===== config.mk =====
export PLATFORM = sky130hd
export DESIGN_NAME = cla_nibble_seq_adder
export DESIGN_NICKNAME = d
export VERILOG_FILES = /design/src/rtl/cla_nibble_seq_adder.sv
export SDC_FILE = /design/constraint.sdc
export NUM_CORES = 1
export LEC_CHECK = 0
export BUFFER_PORTS_ARGS = -buffer_cell sky130_fd_sc_hd__buf_2
export CAP_MARGIN = 10
export CORE_ASPECT_RATIO = 0.9
export CORE_MARGIN = 2
export CORE_UTILIZATION = 50
export DETAILED_ROUTE_END_ITERATION = 16
export GPL_ROUTABILITY_DRIVEN = 0
export GPL_TIMING_DRIVEN = 0
export MAX_ROUTING_LAYER = met4
export PLACE_DENSITY = 0.74
export SLEW_MARGIN = 40
export SYNTH_ARGS = -nofsm -noshare
export SYNTH_HDL_FRONTEND = slang
export SYNTH_SLANG_ARGS = --single-unit
export TNS_END_PERCENT = 20

===== constraint.sdc =====
create_clock -name clk -period 2.8 [get_ports clk]
set_input_delay 0.42 -clock clk [delete_from_list [all_inputs] [get_ports clk]]
set_output_delay 0.42 -clock clk [all_outputs]
set_load 0.02 [all_outputs]

===== src/rtl/cla_nibble_seq_adder.sv =====
// Multi-cycle WIDTH-bit adder: one 4-bit carry-lookahead slice reused per nibble, LSB first.
// Optional subtract mode is enabled by defining CLA_SEQ_SUB_EN (adds the 'sub' input).
module cla_nibble_seq_adder #(
    parameter int unsigned WIDTH = 16
) (
    input  logic             clk,
    input  logic             rst_n,
    input  logic             start,
`ifdef CLA_SEQ_SUB_EN
    input  logic             sub,
`endif
    input  logic [WIDTH-1:0] a,
    input  logic [WIDTH-1:0] b,
    input  logic             cin,
    output logic             busy,
    output logic             done,
    output logic [WIDTH-1:0] sum,
    output logic             cout,
    output logic             ovf
);

    localparam int unsigned NIB  = WIDTH / 4;
    localparam int unsigned IdxW = $clog2(NIB);
    localparam int unsigned OffW = IdxW + 2;

    typedef enum logic [1:0] {StIdle, StRun, StDone} state_e;

    state_e            state_q;
    logic [WIDTH-1:0]  op_a_q, op_b_q, sum_q;
    logic              carry_q, cout_q, ovf_q, busy_q, done_q;
    logic [IdxW-1:0]   idx_q;

    logic [WIDTH-1:0]  cap_b;
    logic              cap_c;
    logic [OffW-1:0]   off;
    logic [3:0]        g, p, c, nib_sum;
    logic              slice_cout;
    logic              last_nib;

    // Operand B and carry as they will be captured on an accepted start.
    always_comb begin
`ifdef CLA_SEQ_SUB_EN
        cap_b = sub ? ~b : b;
        cap_c = sub ? 1'b1 : cin;
`else
        cap_b = b;
        cap_c = cin;
`endif
    end

    assign off      = {idx_q, 2'b00};
    assign last_nib = (idx_q == IdxW'(NIB - 1));

    // 4-bit carry-lookahead slice; group P/G are not needed for chaining through carry_q.
    always_comb begin
        g    = op_a_q[off +: 4] & op_b_q[off +: 4];
        p    = op_a_q[off +: 4] ^ op_b_q[off +: 4];
        c[0] = carry_q;
        c[1] = g[0] | (p[0] & carry_q);
        c[2] = g[1] | (p[1] & g[0]) | (p[1] & p[0] & carry_q);
        c[3] = g[2] | (p[2] & g[1]) | (p[2] & p[1] & g[0]) | (p[2] & p[1] & p[0] & carry_q);
        slice_cout = g[3] | (p[3] & g[2]) | (p[3] & p[2] & g[1]) | (p[3] & p[2] & p[1] & g[0])
                   | (p[3] & p[2] & p[1] & p[0] & carry_q);
        nib_sum = p ^ c;
    end

    always_ff @(posedge clk or negedge rst_n) begin
        if (!rst_n) begin
            state_q <= StIdle;
            op_a_q  <= '0;
            op_b_q  <= '0;
            carry_q <= 1'b0;
            idx_q   <= '0;
            sum_q   <= '0;
            cout_q  <= 1'b0;
            ovf_q   <= 1'b0;
            busy_q  <= 1'b0;
            done_q  <= 1'b0;
        end else begin
            unique case (state_q)
                StIdle, StDone: begin
                    done_q <= 1'b0;
                    if (start) begin
                        op_a_q  <= a;
                        op_b_q  <= cap_b;
                        carry_q <= cap_c;
                        idx_q   <= '0;
                        busy_q  <= 1'b1;
                        state_q <= StRun;
                    end else begin
                        busy_q  <= 1'b0;
                        state_q <= StIdle;
                    end
                end
                StRun: begin
                    sum_q[off +: 4] <= nib_sum;
                    carry_q         <= slice_cout;
                    if (last_nib) begin
                        cout_q  <= slice_cout;
                        ovf_q   <= c[3] ^ slice_cout;
                        busy_q  <= 1'b0;
                        done_q  <= 1'b1;
                        state_q <= StDone;
                    end else begin
                        idx_q <= idx_q + IdxW'(1);
                    end
                end
                default: begin
                    busy_q  <= 1'b0;
                    done_q  <= 1'b0;
                    state_q <= StIdle;
                end
            endcase
        end
    end

    assign busy = busy_q;
    assign done = done_q;
    assign sum  = sum_q;
    assign cout = cout_q;
    assign ovf  = ovf_q;

endmodule

==> flow_summary.yaml <==
worst_setup_path:
  cp.arrival_ns: 2.86
  crit_slowest_cell: "mux4_2"
  crit_family: "compound AO/OA/AOI/OAI gates"
  r2r_cells: 8
  cp_num_buf_inv: 2
  critical_path.max_fanout: 10
  critPathCaptureType: "register"
  r2r-end: "sum[11]$_DFFE_PN0P_"
  worst_ep_required_time_ns: 3.00
  slowest_delay_ns: 0.53
  r2r_start: "idx_q[0]$_DFFE_PN0P_"
  startpoint_type: "register"
  cp_cell_sequence: "clkbuf_4, buf_6, mux4_2, ha_1, a21o_1, a31o_2, xor2_2, a22o_1"
  critPathKind: "register to register"
  cp.depth: 8
  rrSetupSlack_ns: 0.14
synth:
  synth_top_area_share_pct: 54.1
  yosysSeqAreaShare_pct: 54.1
  postSynthAreaPerCell_um2: 10.4
  synth_area_leaders: "dfrtp_1, nand2_1, mux4_2, ha_1, a22o_1"
  yosysWarnings: 0
  syn_nets: 293
  synth_edf_count: 0
  syn_inst: 246
  synthArstFlopShare_pct: 100
  synth_cell_types: 31
  synth_seq_cells: 55
  yosys.area.top_type: "dfrtp_1"
  netlist_area_um2: 2550
  ys.flop_type: "dfrtp_1"
global_route:
  grt_pass1_vias: 1779
  track_usage_pct: 20.2
  grt_pass1_wl_um: 8480
  grt_max_degree: 56
  grt_overflow_total: 0
  antenna_found_initial: 0
drt:
  wl_met2_um: 2450
  top_layer: "met4"
  vias_per_cell: 4.99
  wl_met3_um: 223
  drt_iter0_drc: 94
  routed_wl_um: 5110
  antenna_left: 0
  vias: 1868
  met1_length_um: 2380
  drc: 0
  dr.pass1.iters: 4
  routedWlPerCell_um: 13.7
clock_tree:
  cts_root_buf: "clkbuf_8"
  postCtsHoldBufs: 0
  tritoncts: "done"
  clock-sinks: 55
  htree_levels: 2
  clkLatencyLatePin_ns: 0.30
  clk_path_buf_depth: 2
  cts_made_buffers: 5
  clk_pin_slew_ns: 0.09
cells_and_area:
  antenna_cells: 0
  nets: 355
  final_layout_size_suffix_gt1_share_pct: 26.2
  area_growth_pct: 17.5
  final_cells: 374
sta:
  rsz0062_at_grt: "false"
  period_share_pct: 94.9
  post-route-min-period_ns: 2.66
  max_freq_mhz: 376
  maxSlewViolCount: 0
  finClkSkew_ns: 0.00442
  setup_viol: 0
  maxSlewHeadroom_pct: 54.8
  final-hold-violation-count: 0
  tightest_slew_ns: 0.678
  tns_ns: 0
power:
  peakVddDrop_mv: 0.632
  p_per_area_nw_per_um2: 1270
  leakagePower_nw: 1.61
status:
  status: "completed"
place:
  hpwl_um: 3690
  port_buffers: 55
  dp_cells: 366
min_path:
  min-delay-path-class: "primary input to async pin"
die:
  design.core.area_um2: 4860
  dieHeight_um: 71.7
  pin_count: 56
  initial_core_util_pct: 52.3
  fp-row-count: 24
  die_x_um: 79.2
  dieArea_um2: 5680
run:
  maxCapViolCount: 0
-- logic make-up (layout without fill, tap and decap cells) --
kind of cell | after synthesis | after routing | share of synthesized area (%)
DFF | 55 | 55 | 54.1
buffers and inverters | 17 | 80 | 3.19
and+or+nand+nor | 123 | 123 | 20.2
xor gates and xnor gates | 4 | 4 | 1.67
AOI/OAI and AO/OA | 27 | 27 | 7.71
adders and majority gates | 11 | 11 | 5.70
muxes | 9 | 9 | 7.47
-- worst register-to-register path, delay by kind of cell (launching register included) --
family	cells	cell delay (ns)
flip-flops	1	0.41
adder cells (fa/ha/maj)	1	0.38
XOR/XNOR	1	0.18
AO/OA/AOI/OAI	3	0.65
multiplexers	1	0.53
buffers and inverters	2	0.40
-- power by group --
part           leakage (nW)  switching, W  internal [W]  total (W)
logic                 0.870       0.00122      0.000860    0.00208
registers             0.700      0.000180       0.00113    0.00131
clock network        0.0422      0.000248      0.000176   0.000424
-- sequential cells by signal (all words and copies together), names as in the netlist --
name / count
carry_q: 1
cout: 1
idx_q: 2
op_a_q: 16
op_b_q: 16
ovf: 1
state_q: 2
sum: 16
-- worst max path at each step --
stage,start,end,slack [ns]
floorplan,idx_q[0]$_DFFE_PN0P_,sum[3]$_DFFE_PN0P_,0.33
global placement,idx_q[0]$_DFFE_PN0P_,sum[7]$_DFFE_PN0P_,0.11
detailed placement,idx_q[0]$_DFFE_PN0P_,sum[11]$_DFFE_PN0P_,0.08
CTS,idx_q[0]$_DFFE_PN0P_,sum[11]$_DFFE_PN0P_,0.06
global route,idx_q[1]$_DFFE_PN0P_,carry_q$_DFFE_PN0P_,0.02
finish,idx_q[0]$_DFFE_PN0P_,sum[11]$_DFFE_PN0P_,0.14
-- through the flow --
| stage | setup WS, ns | util (%) | hold slack (ns) | total power [W] | instance area, um^2 |
|---|---|---|---|---|---|
| 5_1_grt | 0.0160 | 61.5 | 0.199 | 0.00414 | 2990 |
| 2_1_floorplan | 0.328 | - | 0.124 | 0.00285 | 2550 |
| 3_5_place_dp | 0.0818 | 59.7 | 0.457 | 0.00341 | 2910 |
| 6_report | 0.143 | 61.5 | 0.141 | 0.00381 | 2990 |
| 4_1_cts | 0.0590 | 61.4 | 0.170 | 0.00384 | 2990 |
| 3_3_place_gp | 0.106 | 59.7 | 0.453 | 0.00333 | 2900 |
-- cell type report --
class                           instances  area [um^2]
Buffer                                 13         72.6
Clock buffer                            7         76.3
Clock inverter                          1         5.00
Fill cell                             425         1870
Inverter                                4         15.0
Multi-Input combinational cell        174         1090
Sequential cell                        55         1380
Tap cell                               65         81.3
Timing Repair Buffer                   55          278
-- Yosys cell counts (2+ instances only) --
master and count:
nand2_1 105, dfrtp_1 55, a22o_1 12, ha_1 10, mux4_2 8, clkbuf_1 6
a21oi_1 5, buf_2 5, inv_1 4, nor2_1 4, o21ai_0 4, nand3_1 3
a21o_1 2, and2_1 2, and4_4 2, nand2b_1 2, o31ai_1 2, xnor2_1 2
-- placed cells by master (no fill, tap or decap), types with 2 or more instances in the layout --
cell type  count
ha_1          10
buf_2         58
a22o_1        12
o31ai_1        2
o21ai_0        4
a21o_1         2
buf_6          2
mux4_2         8
dfrtp_1       55
and4_4         2
xnor2_1        2
and2_1         2
clkbuf_1       8
a21oi_1        5
clkbuf_8       5
nand2b_1       2
nor2_1         4
nand3_1        3
inv_1          4
nand2_1      105
-- what timing repair did --
item,in CTS,in global routing
endpoints found under the setup margin,0,6
hold endpoints to repair,0,0
setup buffers,0,0
resized for setup,0,2
-- per-layer routing --
metal	vias to the layer above	track usage (%)
met2	42	32.2
met3	5	3.40
met4	0	6.32
li1	941	-
met1	880	26.9
met5	-	-
Power figures use the tool's default switching activity.
